`src/rtl/iter_mul.sv`:
```
// Iterative shift-add multiplier: retires STEP bits of B per cycle on operand
// magnitudes, then applies the sign once at the end. Valid/ready on both sides.
module iter_mul #(
  parameter int A_WIDTH = 32,
  parameter int B_WIDTH = 8,
  parameter int STEP    = 2
) (
  input  logic                       clk,
  input  logic                       rst,
  input  logic                       in_valid,
  output logic                       in_ready,
  input  logic [A_WIDTH-1:0]         in_a,
  input  logic [B_WIDTH-1:0]         in_b,
  input  logic                       in_signed,
  output logic                       out_valid,
  input  logic                       out_ready,
  output logic [A_WIDTH+B_WIDTH-1:0] out_y,
  output logic                       busy
);

  localparam int N  = B_WIDTH / STEP;
  localparam int P  = A_WIDTH + B_WIDTH;
  localparam int CW = (N > 1) ? $clog2(N) : 1;

  typedef enum logic [1:0] {IDLE, BUSY, DONE} state_t;

  state_t             state_q, state_d;
  logic [A_WIDTH-1:0] a_q, a_d;
  logic [B_WIDTH-1:0] b_q, b_d;
  logic               neg_q, neg_d;
  logic [P-1:0]       acc_q, acc_d;
  logic [CW-1:0]      cnt_q, cnt_d;
  logic [P-1:0]       out_y_q, out_y_d;
  logic               out_valid_q, out_valid_d;
  logic               busy_q, busy_d;

  logic [A_WIDTH-1:0] a_mag;
  logic [B_WIDTH-1:0] b_mag;
  logic [P-1:0]       pp;
  logic [P-1:0]       sum;
  logic [P-1:0]       final_y;

  // Datapath helpers shared by the next-state logic.
  always_comb begin
    a_mag   = (in_signed && in_a[A_WIDTH-1]) ? -in_a : in_a;
    b_mag   = (in_signed && in_b[B_WIDTH-1]) ? -in_b : in_b;
    pp      = P'(a_q) * P'(b_q[STEP-1:0]);
    pp      = pp << (cnt_q * STEP);
    sum     = acc_q + pp;
    final_y = neg_q ? -sum : sum;
  end

  always_ff @(posedge clk) begin
    if (rst) begin
      state_q     <= IDLE;
      a_q         <= '0;
      b_q         <= '0;
      neg_q       <= 1'b0;
      acc_q       <= '0;
      cnt_q       <= '0;
      out_y_q     <= '0;
      out_valid_q <= 1'b0;
      busy_q      <= 1'b0;
    end else begin
      state_q     <= state_d;
      a_q         <= a_d;
      b_q         <= b_d;
      neg_q       <= neg_d;
      acc_q       <= acc_d;
      cnt_q       <= cnt_d;
      out_y_q     <= out_y_d;
      out_valid_q <= out_valid_d;
      busy_q      <= busy_d;
    end
  end

  always_comb begin
    state_d     = state_q;
    a_d         = a_q;
    b_d         = b_q;
    neg_d       = neg_q;
    acc_d       = acc_q;
    cnt_d       = cnt_q;
    out_y_d     = out_y_q;
    out_valid_d = out_valid_q;
    case (state_q)
      IDLE: begin
        if (in_valid) begin
          a_d     = a_mag;
          b_d     = b_mag;
          neg_d   = in_signed & (in_a[A_WIDTH-1] ^ in_b[B_WIDTH-1]);
          acc_d   = '0;
          cnt_d   = '0;
          state_d = BUSY;
        end
      end
      BUSY: begin
        acc_d = sum;
        b_d   = b_q >> STEP;
        cnt_d = cnt_q + CW'(1);
        if (cnt_q == CW'(N - 1)) begin
          out_y_d     = final_y;
          out_valid_d = 1'b1;
          state_d     = DONE;
        end
      end
      DONE: begin
        if (out_ready) begin
          out_valid_d = 1'b0;
          state_d     = IDLE;
        end
      end
      default: state_d = IDLE;
    endcase
    // Registered from the next state so busy tracks the current state exactly.
    busy_d = (state_d != IDLE);
  end

  always_comb begin
    in_ready  = (state_q == IDLE);
    out_valid = out_valid_q;
    out_y     = out_y_q;
    busy      = busy_q;
  end

endmodule

```
`config.mk`:
```
export PLATFORM = sky130hd
export DESIGN_NAME = iter_mul
export DESIGN_NICKNAME = d
export VERILOG_FILES = /design/src/rtl/iter_mul.sv
export SDC_FILE = /design/constraint.sdc
export NUM_CORES = 1
export LEC_CHECK = 0
export CORE_MARGIN = 2
export CORE_UTILIZATION = 59
export CTS_CLUSTER_DIAMETER = 80
export DETAILED_ROUTE_END_ITERATION = 10
export DONT_BUFFER_PORTS = 1
export PLACE_DENSITY = 0.8
export REMOVE_ABC_BUFFERS = 1
export SYNTH_ARGS = -nofsm -noshare
export SYNTH_HDL_FRONTEND = slang
export SYNTH_SLANG_ARGS = --single-unit
```
`constraint.sdc`:
```
create_clock -name clk -period 16.3 [get_ports clk]
set_clock_uncertainty 0.1 [all_clocks]
set_input_delay 2.445 -clock clk [delete_from_list [all_inputs] [get_ports clk]]
set_output_delay 2.445 -clock clk [all_outputs]
set_load 0.005 [all_outputs]
```
==> qor.csv, run 1 <==
stage,metric,value,unit
outcome,status,completed,
layout,layout-drive-gt1-share,4.95,%
synthesis,ys_seq_area_share,21.9,%
synthesis,ys_ff_latch,127,
placed_design,place_area,0.0117,mm²
floorplanning,dieHeight,144,µm
setup_path,path_max_fanout,34,
synthesis,synth_top_family_by_area,compound AO/OA/AOI/OAI gates,
global_route,globalRouteOverflowTotal,0,
clock_tree,clk_pin_slew,0.06,ns
hold_path,hold_depth,2,
setup_path,cpMaxStageDelayCell,dfxtp_1,
setup_path,critPathKind,register to register,
placed_design,gp_congestion,0.978,
detailed_routing,num_vias,11000,
synthesis,synth-simple-area-share,24.0,%
layout,layout.nets,1607,
setup_path,cp-end-kind,register,
setup_path,r2r_start,b_q[0],
global_route,grt_pass1_wl,48500,µm
hold_path,hold_end,a_q[18],
timing,fin_crit_sh,47.7,%
power,p_per_area,75.8,mW/mm²
synthesis,synth-adder-area-share,8.64,%
detailed_routing,drc,0,
setup_path,crit_arrival,8.01,ns
synthesis,netlist_area,0.0116,mm²
clock_tree,cts_setup_buffers,0,
power,peakVddDrop,57.2,µV
floorplanning,die_x,144,µm
clock_tree,cts_inserted_buffers,17,
hold_path,min_path_type,register to register,
layout,area_delta_synth_final,5.36,%
clock_tree,cts_tree,done,
timing,fin_setup_tns,0,ns
timing,setup_ws,8.52,ns
floorplanning,start_util,59.9,%
setup_path,critical_path_buf_inv_count,1,
detailed_routing,routed_wl,29500,µm
synthesis,synth_xor_area_share,9.05,%
setup_path,critPathTopFamily,compound AO/OA/AOI/OAI gates,
flow_run,cap_violations,0,
clock_tree,cts_root_buf,clkbuf_16,
global_route,antenna_found_initial,0,
clock_tree,htree_num_levels,4,
detailed_routing,drtIter0Drc,1184,
synthesis,synthMuxAreaShare,4.18,%
synthesis,synthFlopType,dfxtp_1,
setup_path,setup.worst_path.start_class,register,
placed_design,numPortBuffers,0,
setup_path,crit_path_max_incr_delay,0.84,ns
power,leakagePower,0.00514,µW
synthesis,async_flop_share,0,%
synthesis,synth_edf_count,0,
clock_tree,cts_sinks,127,
floorplanning,dieArea,0.0208,mm²
timing,hold_viol_final,0,
clock_tree,ctsHoldBuffers,0,
timing,drv_slew,0,
floorplanning,rows,51,
detailed_routing,ant_nets,0,
timing,worst_slew_pin_slew,1.03,ns
synthesis,avgSynthCellArea,7.48,µm²
global_route,grt_pass1_vias,10200,
detailed_routing,via_per_inst,6.27,
detailed_routing,drtPass1Iterations,6,
synthesis,syn_inst,1553,
timing,grt_setup_unrepaired,no,
setup_path,r2r_setup_slack,8.52,ns
placed_design,place_hpwl,21900,µm
setup_path,r2r.worst_path.cells,26,
layout,antenna_cells,0,
timing,setup_violations,0,
floorplanning,coreArea,0.0194,mm²
hold_path,holdCritStartpoint,a_q[18],
clock_tree,clockBufferDepth,2,
layout,fin_area,0.0122,mm²
synthesis,synth_compound_area_share,27.9,%
detailed_routing,routedWlPerCell,16.8,µm
global_route,grt_max_degree,127,
clock_tree,clkLatencyLatePin,0.42,ns
timing,min_period,7.78,ns
synthesis,yosysWarnings,0,
setup_path,cp_data_required_time,16.53,ns
floorplanning,io_pins,88,
clock_tree,cts.repair.resized,0,
setup_path,r2r_end,out_y[39],
synthesis,synth_cell_types,84,
placed_design,place_ws,8.73,ns
timing,slew_headroom,31.1,%
global_route,grt.total_usage,28.3,%
timing,max_freq,129,MHz
## worst max-delay path by stage
stage	from	to	slack, ns	cells past startpoint
floorplan	b_q[0]	out_y[36]	9.66	25
global placement	b_q[0]	out_y[39]	8.94	27
detailed placement	b_q[0]	out_y[39]	8.73	24
CTS	b_q[0]	out_y[39]	8.63	26
global route	b_q[0]	out_y[39]	7.89	27
finish	b_q[0]	out_y[39]	8.52	26
## synthesized netlist by cell type (5+ instances only)
cell type,instances,area [µm²]
nor2_1,208,781
dfxtp_1,127,2540
nand2_1,118,443
a21oi_1,106,531
clkbuf_1,80,300
ha_1,77,963
and2_1,73,457
o21ai_0,71,355
a211oi_1,70,526
xor2_1,61,534
xnor2_1,59,517
mux2i_1,44,440
a22oi_1,41,308
inv_1,37,139
a21o_1,33,248
nor3_1,28,140
nand3_1,25,125
or3_1,21,131
o31ai_1,17,128
and3_1,13,81.3
nor4_1,13,81.3
o21a_1,13,97.6
buf_1,12,45.0
nor2b_1,12,75.1
o211ai_1,12,90.1
nand4_1,11,68.8
a31oi_1,10,62.6
nand2b_1,9,56.3
o22ai_1,9,56.3
a211o_1,8,70.1
o21bai_1,8,60.1
or2_2,8,50.1
a311oi_1,7,61.3
a221oi_1,6,52.6
o21ai_1,6,30.0
and4_1,5,43.8
o41ai_1,5,43.8
## placed cells by master, fill, tap and decap left out, types with 17 or more instances in the layout
master,instances
xor2_1,61
or3_1,21
o21ai_0,71
and2_1,71
mux2i_1,44
nand3_1,25
inv_1,37
a22oi_1,41
o31ai_1,17
nand2_1,118
a21oi_1,106
a211oi_1,70
xnor2_1,59
nor2_1,208
nor3_1,28
a21o_1,33
clkbuf_16,17
dfxtp_1,127
ha_1,77
## cells by family (layout without fill, tap and decap cells)
kind of cell / after synthesis / count (layout)
DFF: 127 / 127
and+or+nand+nor: 571 / 571
AOI/OAI and AO/OA: 474 / 474
adders and majority gates: 79 / 79
muxes: 47 / 47
xor gates and xnor gates: 120 / 120
buffers and inverters: 135 / 78
## sequential cells by signal, summed over array words and instances, names as in the netlist
name	flops
busy	1
cnt_q	2
state_q	2
b_q	8
out_valid	1
acc_q	40
a_q	32
out_y	40
neg_q	1
## report_power, final
group	switching, µW	total, µW	internal, µW
Combinational	126	207	81.2
Sequential	12.0	335	322
Clock	150	386	236
Total	288	928	640
## metal layers
metal	wire length [µm]	up-vias	part of all wire, %	global-route usage, %
met2	13100	412	44	46.2
met1	14100	5051	48	39.6
met3	1760	45	6.0	3.64
li1	-	5537	-	-
met4	505	0	1.7	7.51
met5	0	-	0	0
## area by class of cell
type                       count  area [µm²]
clock buffer                  22         474
multi-input combinational   1291        8580
tap                          265         332
clock inverter                10         111
fill                        1803        7160
inverter                      38         143
timing repair buffer           8        60.1
sequential                   127        2540
## tightest hold or removal path: cells and delay by family, from the launching register on
family             cells  cell delay [ns]
and+or+nand+nor        1             0.05
DFF                    1             0.31
AOI/OAI and AO/OA      1             0.05
## per-stage QoR
step | util [%] | instances | total power, µW | hold slack (ns)
2_1_floorplan | - | 1456 | 498 | 0.330
3_3_place_gp | 60.1 | 1729 | 538 | 0.342
3_5_place_dp | 60.1 | 1729 | 543 | 0.346
4_1_cts | 63.1 | 1761 | 928 | 0.353
5_1_grt | 63.1 | 1761 | 967 | 0.379
6_report | 63.1 | 1761 | 928 | 0.353
Power figures use the tool's default switching activity.
==> run 2: changes to the inputs <==
Clock period 16.3 ns to 8.1 ns, I/O delays scaled along.
==> qor.csv, run 2 (synthesis gave the netlist of run 1 again) <==
stage,metric,value,unit,change
hold_path,min_path_type,register to register,,unchanged
setup_path,r2r_end,out_y[39],,unchanged
detailed_routing,drtPass1Iterations,5,,was 6
detailed_routing,routedWlPerCell,16.4,µm,was 16.8 µm
clock_tree,cts.repair.resized,0,,unchanged
timing,max_freq,134,MHz,was 129 MHz
timing,drv_slew,0,,unchanged
detailed_routing,via_per_inst,6.25,,was 6.27
timing,setup_violations,0,,unchanged
setup_path,critPathKind,register to register,,unchanged
power,leakagePower,0.00514,µW,about the same
setup_path,cp-endpoint,out_y[39],,unchanged
placed_design,place_hpwl,21400,µm,was 21900 µm
timing,grt_setup_unrepaired,no,,unchanged
setup_path,r2r.worst_path.cells,24,,was 26
detailed_routing,drc,0,,unchanged
clock_tree,clkLatencyLatePin,0.43,ns,was 0.42 ns
global_route,antenna_found_initial,0,,unchanged
layout,layout_commonest_cell,nor2_1,,unchanged
floorplanning,die_x,144,µm,unchanged
setup_path,crit_arrival,7.71,ns,was 8.01 ns
setup_path,r2r_start,b_q[1],,was b_q[0]
placed_design,gp_congestion,0.927,,was 0.978
placed_design,numPortBuffers,0,,unchanged
timing,fin_setup_tns,0,ns,unchanged
clock_tree,cts_root_buf,clkbuf_16,,unchanged
floorplanning,dieArea,0.0208,mm²,unchanged
clock_tree,clk_pin_slew,0.06,ns,about the same
detailed_routing,num_vias,11000,,about the same
setup_path,startpoint,b_q[1],,was b_q[0]
global_route,grt.total_usage,27.9,%,was 28.3%
hold_path,holdCritStartpoint,a_q[18],,unchanged
layout,fill_cells,1816,,was 1803
clock_tree,cts_inserted_buffers,17,,unchanged
layout,antenna_cells,0,,unchanged
global_route,globalRouteOverflowTotal,0,,unchanged
timing,worst_slew_pin_slew,0.881,ns,was 1.03 ns
floorplanning,start_util,59.9,%,unchanged
power,totalPowerFinal,1840,µW,was 928 µW
layout,regArea,0.00254,mm²,about the same
global_route,grt_pass1_vias,10000,,was 10200
clock_tree,cts_sinks,127,,unchanged
global_route,grt_pass1_wl,47500,µm,was 48500 µm
placed_design,place_ws,0.475,ns,was 8.73 ns
power,peakVddDrop,132,µV,was 57.2 µV
floorplanning,dieHeight,144,µm,unchanged
layout,layout.nets,1609,,was 1607
setup_path,path_max_fanout,33,,was 34
global_route,grt_max_degree,127,,unchanged
clock_tree,cts_setup_buffers,0,,unchanged
floorplanning,coreArea,0.0194,mm²,unchanged
layout,multi_input_area,0.00858,mm²,unchanged
setup_path,cp_data_required_time,8.34,ns,was 16.53 ns
timing,hold_viol_final,0,,unchanged
timing,min_period,7.46,ns,was 7.78 ns
setup_path,setup.worst_path.start_class,register,,unchanged
flow_run,cap_violations,0,,unchanged
floorplanning,io_pins,88,,unchanged
timing,fin_crit_sh,92.1,%,was 47.7%
layout,layout-drive-gt1-share,5.21,%,was 4.95%
detailed_routing,drtIter0Drc,1036,,was 1184
timing,setup_ws,0.636,ns,was 8.52 ns
setup_path,r2r_setup_slack,0.64,ns,was 8.52 ns
timing,slew_headroom,41.2,%,was 31.1%
detailed_routing,routed_wl,28900,µm,was 29500 µm
clock_tree,htree_num_levels,4,,unchanged
clock_tree,clockBufferDepth,2,,unchanged
layout,final_cell_mix,"nor2_1 (208), dfxtp_1 (126), nand2_1 (118)",,"was nor2_1 (208), dfxtp_1 (127), nand2_1 (118)"
setup_path,cp-end-kind,register,,unchanged
clock_tree,ctsHoldBuffers,0,,unchanged
layout,area_delta_synth_final,5.35,%,was 5.36%
power,p_per_area,150,mW/mm²,was 75.8 mW/mm²
clock_tree,cts_tree,done,,unchanged
outcome,status,completed,,unchanged
floorplanning,rows,51,,unchanged
detailed_routing,ant_nets,0,,unchanged
[run 2: cell count changes in the layout (fill, tap and decap cells not counted), sizes merged]
cell    delta
buf        +2
inv        +2
bufinv     -1
clkinv     +1
clkbuf     -2
[run 2: routing by layer]
| metal | wire (µm) | share of wire, % | up-vias | track usage (%) |
|---|---|---|---|---|
| met1 | 13800 | 48 | 5035 | 38.7 |
| met3 | 1940 | 6.7 | 46 | 5.50 |
| li1 | - | - | 5538 | - |
| met5 | 0 | 0 | - | 0 |
| met2 | 12700 | 44 | 391 | 44.4 |
| met4 | 439 | 1.5 | 0 | 7.15 |
[run 2: worst min path at each step]
stage / to / slack [ns] / depth (start not counted)
3_3_place_gp: a_q[18] / 0.34 / 2
2_1_floorplan: a_q[18] / 0.33 / 2
5_1_grt: a_q[18] / 0.38 / 2
4_1_cts: a_q[18] / 0.36 / 2
3_5_place_dp: a_q[18] / 0.35 / 2
6_report: a_q[18] / 0.36 / 2
[run 2: area by class of cell]
| cell class | instances | share of cell area (%) |
|---|---|---|
| well taps | 265 | 2.71 |
| clock inverters | 12 | 0.910 |
| multi-input cells | 1291 | 70.1 |
| flip-flops and latches | 127 | 20.8 |
| inverters | 38 | 1.17 |
| clock buffers | 20 | 3.73 |
| repair buffers | 10 | 0.613 |
[run 2: power by group]
group | internal [µW] | total, µW | switching, µW
clock network | 440 | 753 | 314
logic | 164 | 417 | 253
registers | 649 | 671 | 21.9
[run 2: worst max-delay path, cell delays in order, from the launching register on]
cell	delay [ns]
dfxtp_2	0.57
and2_1	0.19
ha_1	0.17
inv_1	0.06
fa_1	0.40
nand2b_1	0.19
a21oi_1	0.21
o2111ai_1	0.19
a21oi_1	0.29
nor2_1	0.08
o21ai_0	0.39
a41oi_1	0.24
o21ai_0	0.45
xor2_1	0.18
mux4_2	0.50
ha_1	0.37
a21o_1	0.21
a31oi_1	0.42
nor4b_1	0.29
a311oi_1	0.14
or2_2	0.35
or4b_1	0.56
o41a_1	0.42
xnor2_1	0.13
a211oi_1	0.25
[run 2: per-stage QoR]
stage | util, % | area, µm² | hold slack (ns) | std cells
after floorplan | - | 11200 | 0.330 | 1456
after detailed placement | 60.1 | 11700 | 0.351 | 1731
after global placement | 60.1 | 11700 | 0.341 | 1731
after global routing | 63.1 | 12200 | 0.379 | 1763
after CTS | 63.1 | 12200 | 0.358 | 1763
final | 63.1 | 12200 | 0.357 | 1763
==> run 3: changes to the inputs <==
Settings changed: CORE_UTILIZATION 59 to 38, PLACE_DENSITY 0.8 to 0.57, REMOVE_ABC_BUFFERS 1 to default, SLEW_MARGIN from default to 20.
==> qor.csv, run 3 (synthesis gave the netlist of run 1 again) <==
stage,metric,value,unit,change
clock_tree,cts_sinks,127,,unchanged
timing,fin_crit_sh,89.4,%,was 92.1%
floorplanning,start_util,38.3,%,was 59.9%
setup_path,r2r_start,b_q[0],,was b_q[1]
global_route,grt_max_degree,127,,unchanged
timing,worst_slew_pin_slew,0.867,ns,was 0.881 ns
layout,layout_commonest_cell,nor2_1,,unchanged
timing,drv_slew,0,,unchanged
timing,setup_violations,0,,unchanged
floorplanning,coreArea,0.0303,mm²,was 0.0194 mm²
power,p_per_area,153,mW/mm²,was 150 mW/mm²
timing,max_freq,138,MHz,was 134 MHz
layout,area_delta_synth_final,7.31,%,was 5.35%
setup_path,r2r_setup_slack,0.86,ns,was 0.64 ns
layout,final_cell_mix,"nor2_1 (208), dfxtp_1 (127), nand2_1 (118)",,"was nor2_1 (208), dfxtp_1 (126), nand2_1 (118)"
detailed_routing,drtIter0Drc,619,,was 1036
global_route,grt.total_usage,20.1,%,was 27.9%
global_route,globalRouteOverflowTotal,0,,unchanged
setup_path,cp-endpoint,out_y[39],,unchanged
setup_path,setup.worst_path.start_class,register,,unchanged
global_route,use_met1,29.4,%,was 38.7%
clock_tree,cts_root_buf,clkbuf_16,,unchanged
clock_tree,htree_num_levels,4,,unchanged
placed_design,gp_congestion,0.874,,was 0.927
layout,fin_util,41.1,%,was 63.1%
power,leakagePower,0.00518,µW,was 0.00514 µW
setup_path,startpoint,b_q[0],,was b_q[1]
setup_path,crit_arrival,7.50,ns,was 7.71 ns
setup_path,path_max_fanout,34,,was 33
clock_tree,cts_tree,done,,unchanged
placed_design,numPortBuffers,0,,unchanged
detailed_routing,routed_wl,31400,µm,was 28900 µm
global_route,grt.met3_usage,3.37,%,was 5.50%
layout,regArea,0.00254,mm²,about the same
floorplanning,dieHeight,179,µm,was 144 µm
timing,slew_headroom,41.9,%,was 41.2%
detailed_routing,via_per_inst,5.66,,was 6.25
setup_path,r2r_end,out_y[39],,unchanged
outcome,status,completed,,unchanged
detailed_routing,routedWlPerCell,16.6,µm,was 16.4 µm
hold_path,min_path_type,register to register,,unchanged
floorplanning,die_x,179,µm,was 144 µm
power,totalPowerFinal,1900,µW,was 1840 µW
synthesis,synth_fp_nets,1677,,
global_route,antenna_found_initial,0,,unchanged
layout,fill_cells,3185,,was 1816
floorplanning,dieArea,0.0320,mm²,was 0.0208 mm²
power,peakVddDrop,149,µV,was 132 µV
layout,antenna_cells,0,,unchanged
global_route,grt_pass1_vias,10300,,was 10000
hold_path,hold_depth,2,,unchanged
clock_tree,clk_pin_slew,0.07,ns,was 0.06 ns
timing,fin_setup_tns,0,ns,unchanged
global_route,busiest_layer,met2,,unchanged
setup_path,critPathKind,register to register,,unchanged
setup_path,crit_path_max_incr_delay,0.56,ns,was 0.57 ns
setup_path,r2r.worst_path.cells,25,,was 24
timing,min_period,7.24,ns,was 7.46 ns
timing,hold_ws,0.358,ns,was 0.357 ns
placed_design,place_hpwl,23800,µm,was 21400 µm
setup_path,cp-end-kind,register,,unchanged
detailed_routing,num_vias,10700,,was 11000
global_route,use_met2,30.9,%,was 44.4%
layout,layout-drive-gt1-share,5.39,%,was 5.21%
layout,multi_input_area,0.00858,mm²,about the same
clock_tree,clockBufferDepth,2,,unchanged
clock_tree,clkLatencyLatePin,0.44,ns,was 0.43 ns
clock_tree,cts_inserted_buffers,17,,unchanged
detailed_routing,drtPass1Iterations,5,,unchanged
layout,layoutNonFillerInstCount,1898,,was 1763
detailed_routing,ant_nets,0,,unchanged
hold_path,holdCritStartpoint,a_q[18],,unchanged
setup_path,cpMaxStageDelayCell,or4b_1,,was dfxtp_2
timing,grt_setup_unrepaired,no,,unchanged
layout,layout.nets,1614,,was 1609
setup_path,cp_data_required_time,8.35,ns,was 8.34 ns
flow_run,cap_violations,0,,unchanged
floorplanning,io_pins,88,,unchanged
timing,hold_viol_final,0,,unchanged
detailed_routing,drc,0,,unchanged
placed_design,placed_cells,1867,,was 1731
floorplanning,rows,64,,was 51
global_route,grt_pass1_wl,52400,µm,was 47500 µm
==> run 3: worst min path at each step <==
stage                     endpoint  slack [ns]
final                      a_q[18]        0.36
after global routing       a_q[18]        0.38
after CTS                  a_q[18]        0.36
after detailed placement   a_q[18]        0.35
after global placement     a_q[18]        0.35
after floorplan            a_q[18]        0.34
==> run 3: layout make-up <==
class	count	area share [%]
clock buffers	18	3.44
clock inverters	13	1.33
flip-flops and latches	127	20.4
repair buffers	15	0.903
multi-input cells	1291	68.8
inverters	38	1.14
well taps	396	3.98
==> run 3: critical path, delay by kind of cell, from the launching register on <==
family	cells	cell delay, ns
simple gates	7	1.86
buf+inv	2	0.31
compound gates	10	2.87
mux	1	0.49
fa+ha+maj	3	0.94
xor+xnor	2	0.28
flops	1	0.31
==> run 3: repair_timing <==
action | 4_1_cts | 5_1_grt
setup buffers | 0 | 0
setup endpoints to repair | 0 | 2
endpoints found under the hold margin | 0 | 0
gates resized for setup | 0 | 1
hold buffers | 0 | 0
==> run 3: where the power goes <==
| group | internal [µW] | switching, µW |
|---|---|---|
| logic | 165 | 265 |
| registers | 649 | 16.7 |
| clock network | 484 | 324 |
| total | 1300 | 605 |
==> run 3: through the flow <==
step / instance area [µm²] / setup WS, ns
2_1_floorplan: 11600 / 1.50
3_3_place_gp: 11900 / 0.916
3_5_place_dp: 11900 / 0.757
4_1_cts: 12500 / 0.698
5_1_grt: 12500 / 0.0912
6_report: 12500 / 0.856
==> run 3: metal layers <==
layer / vias to the layer above / share of wire (%)
met5: - / 0
met4: 0 / 0.95
met3: 28 / 5.2
met2: 254 / 42
met1: 4919 / 51
li1: 5534 / -
